<file path="src/rtl/contingency_table_builder_pkg.sv">
// Shared codes, table geometry and cell indexing for the contingency table builder.
package contingency_table_builder_pkg;
   localparam logic [1:0] GENO_AA   = 2'd0;
   localparam logic [1:0] GENO_AB   = 2'd1;
   localparam logic [1:0] GENO_BB   = 2'd2;
   localparam logic [1:0] GENO_MISS = 2'd3;

   localparam logic PHENO_CTRL = 1'b0;
   localparam logic PHENO_CASE = 1'b1;

   localparam int JOINT_CELLS  = 18;
   localparam int MARGIN_CELLS = 6;

   typedef enum logic [1:0] {ST_IDLE, ST_ACCUM, ST_REDUCE, ST_EMIT} state_t;

   function automatic int cell_index(input int a, input int b, input int c);
      return (a * 3 + b) * 2 + c;
   endfunction
endpackage

</file>
<file path="src/rtl/contingency_table_builder_if.sv">
// Sample stream in, packed tables out, plus the downstream busy flag.
interface contingency_table_builder_if
   import contingency_table_builder_pkg::*;
#(
   parameter int DATA_WIDTH = 16,
   parameter int LANES      = 4
);
   logic [2*LANES-1:0]                geno_a_in;
   logic [2*LANES-1:0]                geno_b_in;
   logic [LANES-1:0]                  pheno_in;
   logic [LANES-1:0]                  lane_mask_in;
   logic                              in_valid;
   logic                              in_last;
   logic                              in_ready;
   logic                              downstream_busy;
   logic [JOINT_CELLS*DATA_WIDTH-1:0]  joint_table_out;
   logic [MARGIN_CELLS*DATA_WIDTH-1:0] first_margin_out;
   logic [MARGIN_CELLS*DATA_WIDTH-1:0] second_margin_out;
   logic [2*DATA_WIDTH-1:0]           n_out;
   logic                              data_valid_out;

   modport master (
      output geno_a_in, geno_b_in, pheno_in, lane_mask_in, in_valid, in_last, downstream_busy,
      input  in_ready, joint_table_out, first_margin_out, second_margin_out, n_out, data_valid_out
   );
   modport slave (
      input  geno_a_in, geno_b_in, pheno_in, lane_mask_in, in_valid, in_last, downstream_busy,
      output in_ready, joint_table_out, first_margin_out, second_margin_out, n_out, data_valid_out
   );
endinterface

</file>
<file path="src/rtl/ct_lane_decoder.sv">
// Turns one input beat into per-cell increments: popcount of lanes landing in each joint cell.
module ct_lane_decoder
   import contingency_table_builder_pkg::*;
#(
   parameter int LANES = 4,
   parameter int INC_W = $clog2(LANES + 1)
) (
   input  logic [2*LANES-1:0]             geno_a,
   input  logic [2*LANES-1:0]             geno_b,
   input  logic [LANES-1:0]               pheno,
   input  logic [LANES-1:0]               lane_mask,
   output logic [JOINT_CELLS*INC_W-1:0]   inc
);
   always_comb begin
      inc = '0;
      for (int a = 0; a < 3; a++) begin
         for (int b = 0; b < 3; b++) begin
            for (int c = 0; c < 2; c++) begin
               for (int i = 0; i < LANES; i++) begin
                  // A missing code on either SNP drops the whole sample
                  if (lane_mask[i] &&
                      geno_a[2*i +: 2] != GENO_MISS && geno_b[2*i +: 2] != GENO_MISS &&
                      geno_a[2*i +: 2] == 2'(a) && geno_b[2*i +: 2] == 2'(b) &&
                      pheno[i] == 1'(c)) begin
                     inc[cell_index(a, b, c)*INC_W +: INC_W] =
                        inc[cell_index(a, b, c)*INC_W +: INC_W] + INC_W'(1);
                  end
               end
            end
         end
      end
   end
endmodule

</file>
<file path="src/rtl/contingency_table_builder.sv">
// Accumulates the 3x3x2 joint table for one SNP pair, reduces margins and counts,
// then emits everything as one packed beat gated by downstream busy.
module contingency_table_builder
   import contingency_table_builder_pkg::*;
#(
   parameter int DATA_WIDTH = 16,
   parameter int LANES      = 4
) (
   input logic                  clk,
   input logic                  rst_n,
   contingency_table_builder_if.slave bus
);
   localparam int INC_W = $clog2(LANES + 1);
   localparam int ACC_W = DATA_WIDTH + $clog2(LANES) + 1;
   localparam int SUM_W = DATA_WIDTH + 4;
   localparam logic [DATA_WIDTH-1:0] CNT_MAX = '1;

   function automatic logic [DATA_WIDTH-1:0] sat_acc(input logic [ACC_W-1:0] v);
      return (v > ACC_W'(CNT_MAX)) ? CNT_MAX : v[DATA_WIDTH-1:0];
   endfunction

   function automatic logic [DATA_WIDTH-1:0] sat_sum(input logic [SUM_W-1:0] v);
      return (v > SUM_W'(CNT_MAX)) ? CNT_MAX : v[DATA_WIDTH-1:0];
   endfunction

   state_t                              state;
   logic                                ready_q;
   logic [DATA_WIDTH-1:0]               cnt [JOINT_CELLS];
   logic [JOINT_CELLS*INC_W-1:0]        inc;
   logic [SUM_W-1:0]                    sum_first  [MARGIN_CELLS];
   logic [SUM_W-1:0]                    sum_second [MARGIN_CELLS];
   logic [SUM_W-1:0]                    sum_n      [2];
   logic [JOINT_CELLS*DATA_WIDTH-1:0]   joint_q;
   logic [MARGIN_CELLS*DATA_WIDTH-1:0]  first_q;
   logic [MARGIN_CELLS*DATA_WIDTH-1:0]  second_q;
   logic [2*DATA_WIDTH-1:0]             n_q;
   logic                                accept;
   logic                                fire;

   ct_lane_decoder #(.LANES(LANES), .INC_W(INC_W)) u_dec (
      .geno_a    (bus.geno_a_in),
      .geno_b    (bus.geno_b_in),
      .pheno     (bus.pheno_in),
      .lane_mask (bus.lane_mask_in),
      .inc       (inc)
   );

   assign accept = bus.in_valid && ready_q;
   // The pulse follows busy combinationally so a falling busy fires in the same cycle
   assign fire   = (state == ST_EMIT) && !bus.downstream_busy;

   always_ff @(posedge clk or negedge rst_n) begin
      if (!rst_n) begin
         for (int k = 0; k < JOINT_CELLS; k++) cnt[k] <= '0;
      end else if (fire) begin
         for (int k = 0; k < JOINT_CELLS; k++) cnt[k] <= '0;
      end else if (accept) begin
         for (int k = 0; k < JOINT_CELLS; k++)
            cnt[k] <= sat_acc(ACC_W'(cnt[k]) + ACC_W'(inc[k*INC_W +: INC_W]));
      end
   end

   always_comb begin
      for (int m = 0; m < MARGIN_CELLS; m++) begin
         sum_first[m]  = '0;
         sum_second[m] = '0;
      end
      sum_n[0] = '0;
      sum_n[1] = '0;
      for (int a = 0; a < 3; a++) begin
         for (int b = 0; b < 3; b++) begin
            for (int c = 0; c < 2; c++) begin
               sum_first[a*2+c]  = sum_first[a*2+c]  + SUM_W'(cnt[cell_index(a, b, c)]);
               sum_second[b*2+c] = sum_second[b*2+c] + SUM_W'(cnt[cell_index(a, b, c)]);
               sum_n[c]          = sum_n[c]          + SUM_W'(cnt[cell_index(a, b, c)]);
            end
         end
      end
   end

   always_ff @(posedge clk or negedge rst_n) begin
      if (!rst_n) begin
         state    <= ST_IDLE;
         ready_q  <= 1'b0;
         joint_q  <= '0;
         first_q  <= '0;
         second_q <= '0;
         n_q      <= '0;
      end else begin
         case (state)
            ST_IDLE: begin
               ready_q <= 1'b1;
               if (accept) begin
                  if (bus.in_last) begin
                     state   <= ST_REDUCE;
                     ready_q <= 1'b0;
                  end else begin
                     state <= ST_ACCUM;
                  end
               end
            end
            ST_ACCUM: begin
               if (accept && bus.in_last) begin
                  state   <= ST_REDUCE;
                  ready_q <= 1'b0;
               end
            end
            ST_REDUCE: begin
               for (int k = 0; k < JOINT_CELLS; k++)
                  joint_q[k*DATA_WIDTH +: DATA_WIDTH] <= cnt[k];
               for (int m = 0; m < MARGIN_CELLS; m++) begin
                  first_q[m*DATA_WIDTH +: DATA_WIDTH]  <= sat_sum(sum_first[m]);
                  second_q[m*DATA_WIDTH +: DATA_WIDTH] <= sat_sum(sum_second[m]);
               end
               n_q   <= {sat_sum(sum_n[1]), sat_sum(sum_n[0])};
               state <= ST_EMIT;
            end
            ST_EMIT: begin
               if (!bus.downstream_busy) begin
                  state   <= ST_IDLE;
                  ready_q <= 1'b1;
               end
            end
            default: begin
               state   <= ST_IDLE;
               ready_q <= 1'b0;
            end
         endcase
      end
   end

   assign bus.in_ready          = ready_q;
   assign bus.joint_table_out   = joint_q;
   assign bus.first_margin_out  = first_q;
   assign bus.second_margin_out = second_q;
   assign bus.n_out             = n_q;
   assign bus.data_valid_out    = fire;
endmodule

</file>
<file path="src/flat_wrapper.sv">
// flat-port wrapper written by rule: the top's interface ports become plain ports
module contingency_table_builder_flat import contingency_table_builder_pkg::*;
#(
   parameter int DATA_WIDTH = 16,
   parameter int LANES      = 4
)
  (clk, rst_n, bus_geno_a_in, bus_geno_b_in, bus_pheno_in, bus_lane_mask_in, bus_in_valid, bus_in_last, bus_downstream_busy, bus_in_ready, bus_joint_table_out, bus_first_margin_out, bus_second_margin_out, bus_n_out, bus_data_valid_out);
  contingency_table_builder_if #(.DATA_WIDTH(DATA_WIDTH), .LANES(LANES)) bus_i ();
  input logic clk;
  input logic rst_n;
  input wire logic [$bits(bus_i.geno_a_in)-1:0] bus_geno_a_in;
  input wire logic [$bits(bus_i.geno_b_in)-1:0] bus_geno_b_in;
  input wire logic [$bits(bus_i.pheno_in)-1:0] bus_pheno_in;
  input wire logic [$bits(bus_i.lane_mask_in)-1:0] bus_lane_mask_in;
  input wire logic [$bits(bus_i.in_valid)-1:0] bus_in_valid;
  input wire logic [$bits(bus_i.in_last)-1:0] bus_in_last;
  input wire logic [$bits(bus_i.downstream_busy)-1:0] bus_downstream_busy;
  output wire logic [$bits(bus_i.in_ready)-1:0] bus_in_ready;
  output wire logic [$bits(bus_i.joint_table_out)-1:0] bus_joint_table_out;
  output wire logic [$bits(bus_i.first_margin_out)-1:0] bus_first_margin_out;
  output wire logic [$bits(bus_i.second_margin_out)-1:0] bus_second_margin_out;
  output wire logic [$bits(bus_i.n_out)-1:0] bus_n_out;
  output wire logic [$bits(bus_i.data_valid_out)-1:0] bus_data_valid_out;
  assign bus_i.geno_a_in = bus_geno_a_in;
  assign bus_i.geno_b_in = bus_geno_b_in;
  assign bus_i.pheno_in = bus_pheno_in;
  assign bus_i.lane_mask_in = bus_lane_mask_in;
  assign bus_i.in_valid = bus_in_valid;
  assign bus_i.in_last = bus_in_last;
  assign bus_i.downstream_busy = bus_downstream_busy;
  assign bus_in_ready = bus_i.in_ready;
  assign bus_joint_table_out = bus_i.joint_table_out;
  assign bus_first_margin_out = bus_i.first_margin_out;
  assign bus_second_margin_out = bus_i.second_margin_out;
  assign bus_n_out = bus_i.n_out;
  assign bus_data_valid_out = bus_i.data_valid_out;
  contingency_table_builder #(.DATA_WIDTH(DATA_WIDTH), .LANES(LANES)) u_core (.clk(clk), .rst_n(rst_n), .bus(bus_i));
endmodule
</file>
<file path="config.mk">
export PLATFORM = sky130hd
export DESIGN_NAME = contingency_table_builder_flat
export DESIGN_NICKNAME = d
export VERILOG_FILES = /design/src/rtl/contingency_table_builder_pkg.sv /design/src/rtl/contingency_table_builder_if.sv /design/src/rtl/ct_lane_decoder.sv /design/src/rtl/contingency_table_builder.sv /design/src/flat_wrapper.sv
export SDC_FILE = /design/constraint.sdc
export NUM_CORES = 2
export LEC_CHECK = 0
export CORE_MARGIN = 5
export CORE_UTILIZATION = 30
export CTS_CLUSTER_DIAMETER = 120
export DETAILED_ROUTE_END_ITERATION = 8
export SYNTH_ARGS = -nofsm -noshare
export SYNTH_HDL_FRONTEND = slang
export SYNTH_HIERARCHICAL = 1
export SYNTH_SLANG_ARGS = --single-unit
</file>
<file path="constraint.sdc">
create_clock -name clk -period 9.2 [get_ports clk]
set_input_delay 0.92 -clock clk [delete_from_list [all_inputs] [get_ports clk]]
set_output_delay 0.92 -clock clk [all_outputs]
set_load 0.005 [all_outputs]
</file>
Word-level counts from Yosys, hierarchy flattened
Cells that the tools add are included.
{ "op_classes": {"n_addsub": 108, "magnitude_cmp": 32, "n_eq_ne": 30, "mux": 116, "bitwise": 4, "reduce_logical": 145} }
{ "ops": {"columns": ["op", "count"], "rows": [
  ["two-way mux 288 bit", 2],
  ["two-way mux 16 bit", 32],
  ["adder 20 x 16 -> 20 bit", 24],
  ["> comparator 19 x 16 -> 1 bit (second input constant)", 18],
  ["adder 16 x 3 -> 17 bit", 18],
  ["> comparator 20 x 16 -> 1 bit (second input constant)", 14],
  ["adder 16 x 16 -> 17 bit", 12],
  ["adder 3 x 1 -> 3 bit (second input constant)", 54],
  ["two-way mux 3 bit", 54],
  ["logical AND 1 bit", 131],
  ["two-way mux 1 bit", 22],
  ["== test 2 bit (second input constant)", 10],
  ["== test 2 x 1 -> 1 bit (second input constant)", 9],
  ["zero test 2 bit", 9],
  ["inequality test 2 bit (second input constant)", 9],
  ["two-way mux 2 bit", 4],
  ["one-hot mux 2 bit (4 select lines)", 1],
  ["AND reduction 3 bit", 2],
  ["inequality test 2 x 1 -> 1 bit (second input constant)", 2],
  ["NOT 1 bit", 4],
  ["one-hot mux 1 bit (3 select lines)", 1],
  ["nonzero test 3 bit", 1],
  ["nonzero test 2 bit", 1],
  ["zero test 1 bit", 1]
]} }
{ "totals": {"reg_bits": 803, "inputBits": 29, "out_inout_bits": 514, "elab_cells": 459} }

Depth between registers and ports, before layout
{ "depth": {"depth_word": 18, "depth_mapped": 26, "mapped_depth_nobuf": 24} }

Cells and area by module
Netlist, hierarchy kept.
{ "by_module_without_submodules": {"columns": ["mod", "instances", "cells_each", "area_per_inst_um2", "seq_area_each_um2"], "rows": [
  ["contingency_table_builder", 1, 4753, 50754.9, 20094.3],
  ["ct_lane_decoder", 1, 552, 3752.3, 0.0]
]} }

Worst setup path after synthesis
Ideal clock, no wire load.
{ "synth_path": {"kind": "register -> register", "from": "register u_core/cnt[210] in the netlist's numbering", "to": "register u_core.n_q[10] (netlist: u_core/bus.n_out[10])", "setup_ns": 0.126, "arrival_ns": 5.425, "required_ns": 9.074, "path_slack_ns": 3.650, "path_stages_with_launch": 25, "n_path_buf": 2, "synth_period_minus_slack_ns": 5.550, "path_cell_list": "dfrtp_1 > fa_1 > ha_1 > a211oi_1 > o21ai_0 > a31o_2 > a32oi_2 > o21ai_0 > a21o_1 > xor2_1 > ha_1 > inv_1 > fa_1 > inv_1 > fa_1 > ha_1 > inv_1 > nor4b_1 > nand2_1 > a211o_1 > nand3_1 > and4_1 > clkbuf_1 > buf_2 > a21oi_1"} }
{ "synth_between": {"elab_chain_len": 9} }
{ "synth_lines": {"columns": ["item", "line_no", "source"], "rows": [
  ["start, declared", "contingency_table_builder.sv:28", "logic [DATA_WIDTH-1:0] cnt [JOINT_CELLS];"],
  ["start signal, assigned by index", "contingency_table_builder.sv:59", "cnt[k] <= sat_acc(ACC_W'(cnt[k]) + ACC_W'(inc[k*INC_W +: INC_W]));"],
  ["adder 20 x 16 -> 20 bit (*) (7 in series)", "contingency_table_builder.sv:75", "sum_n[c] = sum_n[c] + SUM_W'(cnt[cell_index(a, b, c)]);"],
  ["> comparator 20 x 16 -> 1 bit", "contingency_table_builder.sv:23", "return (v > SUM_W'(CNT_MAX)) ? CNT_MAX : v[DATA_WIDTH-1:0];"],
  ["two-way mux 16 bit (*)", "contingency_table_builder.sv:23", null],
  ["end signal, assigned", "contingency_table_builder.sv:115", "n_q <= {sat_sum(sum_n[1]), sat_sum(sum_n[0])};"],
  ["end, declared", "contingency_table_builder.sv:36", "logic [2*DATA_WIDTH-1:0] n_q;"]
]} }
Every way passes the cells marked *; elsewhere a longest branch is shown, timed or not.
A chain may end at the register's enable or synchronous reset.

Worst setup path in the final report
{ "layout_path": {"from": "register u_core/cnt[209] in the netlist's numbering", "to": "register u_core.n_q[15] (netlist: u_core/bus.n_out[15])"} }
Same word-level chain as after synthesis.

==> results.json <==
{
  "status": "finished clean",
  "fin_skew_ns": 0.07847,
  "clk_latency_ns": 0.77,
  "r2r-end": "u_core/bus.n_out[15]",
  "drv_cap": 0,
  "clockRootBuffer": "clkbuf_16",
  "p_int_mw": 6.065,
  "cp_num_buf_inv": 5,
  "synth_edf_count": 0,
  "clkPwrFrac_pct": 53.3,
  "cts.sinks": 803,
  "yosys_warnings": 6,
  "grt_use_total_pct": 22.79,
  "max_freq_mhz": 151.6,
  "rows": 156,
  "combPwrFrac_pct": 2.3,
  "slew_headroom_pct": 25.73,
  "path_clk_slew_ns": 0.06,
  "postSynthAreaPerCell_um2": 10.27,
  "reg2reg_slack_ns": 2.60,
  "vias_per_cell": 5.539,
  "post_cts_buffers": 0,
  "pwr-share-seq_pct": 44.4,
  "cpPeakStageDelay_ns": 0.66,
  "yosys.area.top_type": "dfrtp_1",
  "slew_viol_final": 0,
  "rsz0062_at_grt": "false",
  "wl_per_cell_um": 26.97,
  "grt_pass1_wl_um": 320600,
  "clockBufferDepth": 3,
  "setup_viol": 0,
  "final_cell_mix": "803 x dfrtp_1, 541 x clkdlybuf4s50_1, 418 x nor2_1",
  "htree_levels": 3,
  "antenna_found_initial": 22,
  "startpoint": "u_core/cnt[209]",
  "drt_pass1_iterations": 6,
  "die_w_um": 436.3,
  "p_leak_nw": 31.00,
  "synthCells": 5305,
  "cp_cell_sequence": "inv_1 -> fa_1 -> inv_1 -> ha_1 -> a211oi_1 -> o21ai_0 -> a31o_2 -> a32oi_2 -> o21ai_0 -> a21o_1 -> xor2_1 -> ha_1 -> inv_1 -> fa_1 -> inv_1 -> fa_1 -> ha_1 -> inv_1 -> nor4b_1 -> nand2_1 -> a211o_1 -> nand3_1 -> and4_1 -> a21oi_1",
  "final_util_pct": 36.80,
  "dieArea_mm2": 0.1903,
  "io_buffers": 542,
  "synth_flop_cell": "dfrtp_1",
  "r2r_start": "u_core/cnt[209]",
  "numCtsBuffers": 97,
  "grt_max_degree": 180,
  "p_per_area_mw_per_mm2": 119.5,
  "tns_ns": 0,
  "start_util_pct": 30.16,
  "p_sw_mw": 1.882,
  "critPathMaxFanout": 16,
  "worst-r2r-cell-count": 24,
  "final_common_cell": "dfrtp_1",
  "switching_share_pct": 23.68,
  "die_h_um": 436.3,
  "via_count": 45920,
  "cts_tree": "done",
  "layout-drive-gt1-share_pct": 10.78,
  "required_ns": 9.76,
  "hp-class": "in2async",
  "synth_top_area_share_pct": 36.87,
  "period_needed_ns": 6.596,
  "drt_iter0_drc": 4500,
  "critPathCaptureType": "flip-flop",
  "syn_area_mm2": 0.05451,
  "core_area_mm2": 0.1807,
  "dp.final_hpwl_um": 172700,
  "finalWeightedCongestion": 0.9812,
  "peakVddDrop_mv": 0.1573,
  "synth.area.top_cells": "dfrtp_1 37%, fa_1 12%, ha_1 7.9%, mux2_2 6.0%, a21oi_1 3.4%",
  "synth_seq_cells": 803,
  "slowest_stage": "and4_1",
  "cts_resized": 0,
  "grt_pass1_vias": 44450,
  "synth.distinct_cells": 99,
  "p_total_mw": 7.947,
  "drc_errors": 0,
  "antenna_left": 0,
  "cp_top_family": "adder cells",
  "finalHoldViolCount": 0,
  "synth_seq_area_share_pct": 36.87,
  "routed_wl_um": 223600,
  "grt-ovfl-total": 0,
  "criticalPathCategory": "reg2reg",
  "nets": 6519,
  "area_growth_pct": 22.02,
  "cpMostUsedCell": "inv_1",
  "syn-num-nets": 5993,
  "io_pins": 543,
  "holdBufCountCts": 0,
  "period_share_pct": 71.70,
  "synthArstFlopShare_pct": 100.0,
  "start_kind": "flip-flop",
  "worst_slew_pin_slew_ns": 1.107,
  "arrival_ns": 7.16
}
synth_stat cells, types with 33 or more instances:
library cell / n
a31oi_1: 108
and3_1: 71
o21ai_0: 270
ha_1: 343
o21a_1: 40
fa_1: 316
nor2_1: 418
clkbuf_1: 201
nor2b_1: 36
a311oi_1: 37
o22a_1: 161
xnor2_1: 130
inv_1: 297
nand3_1: 148
nand2b_1: 36
a21oi_1: 374
or3_1: 42
xor2_1: 77
mux2_2: 291
nand4_1: 50
a21o_1: 78
dfrtp_1: 803
nand2_1: 220
o21ai_1: 33
a211oi_1: 77
nor3_1: 159
cell type report:
class	count	area (um2)
Multi-Input combinational cell	3969	32410
Timing Repair Buffer	662	6381
Fill cell	17870	114200
Inverter	298	1124
Clock buffer	126	2666
Tap cell	2370	2965
Clock inverter	50	844.6
Antenna cell	12	30.03
Sequential cell	803	20090
worst max-delay path by stage:
| stage | end | slack [ns] | depth (start not counted) |
|---|---|---|---|
| after CTS | u_core/bus.n_out[11] | 2.76 | 24 |
| after global routing | u_core/bus.n_out[14] | 2.26 | 24 |
| after floorplan | u_core/bus.n_out[10] | 3.65 | 24 |
| after global placement | u_core/cnt[261] | 2.75 | 16 |
| final | u_core/bus.n_out[15] | 2.60 | 24 |
| after detailed placement | u_core/cnt[261] | 2.66 | 16 |
stage by stage:
stage / area (um2) / setup slack (ns) / hold WS, ns / cells
after floorplan: 54510 / 3.650 / 0.4904 / 5305
final: 66510 / 2.604 / 0.2136 / 8290
after detailed placement: 62970 / 2.660 / 0.4865 / 8102
after global routing: 66490 / 2.263 / 0.2791 / 8281
after CTS: 66480 / 2.758 / 0.2247 / 8278
after global placement: 62970 / 2.745 / 0.4827 / 8102
per-layer routing:
| layer | global-route usage, % | vias to the layer above | part of all wire (%) |
|---|---|---|---|
| met3 | 4.541 | 442 | 7.4 |
| li1 | - | 20330 | - |
| met2 | 35.34 | 1951 | 45 |
| met1 | 30.04 | 23200 | 42 |
| met4 | 12.15 | 4 | 6.1 |
| met5 | 0 | - | 0.011 |
worst reg2reg max path: cells and delay by family (launching register included):
family | cells | cell delay, ns
buf+inv | 5 | 0.43
fa+ha+maj | 6 | 2.25
compound gates | 8 | 2.02
flops | 1 | 0.48
simple gates | 4 | 1.09
xor+xnor | 1 | 0.16
cell families (layout without fill, tap and decap cells):
family                   count (synthesis)  count (layout)  share of synthesized area [%]
other                                    0              12                              0
XOR/XNOR                               208             208                          3.356
multiplexers                           318             318                          6.508
AND/OR/NAND/NOR                       1364            1364                          12.58
AO/OA/AOI/OAI                         1420            1420                          17.45
flip-flops                             803             803                          36.87
adder cells (fa/ha/maj)                659             659                          19.48
buffers and inverters                  533            1136                          3.767
flip-flops by register name (all words and copies together) (netlist names):
name and cells:
u_core/bus.first_margin_out 96, u_core/bus.in_ready 1, u_core/bus.joint_table_out 288, u_core/bus.n_out 32, u_core/bus.second_margin_out 96, u_core/cnt 288
u_core/state 2
power by group through the flow:
stage / Sequential [mW] / Clock [mW] / Combinational, mW
after floorplan: 3.60 / 0 / 0.0619
after global placement: 3.60 / 0 / 0.181
after detailed placement: 3.60 / 0 / 0.183
after CTS: 3.53 / 4.32 / 0.184
after global routing: 3.53 / 4.46 / 0.203
final: 3.53 / 4.24 / 0.180
Note: power is estimated with default switching activity, not from simulation.
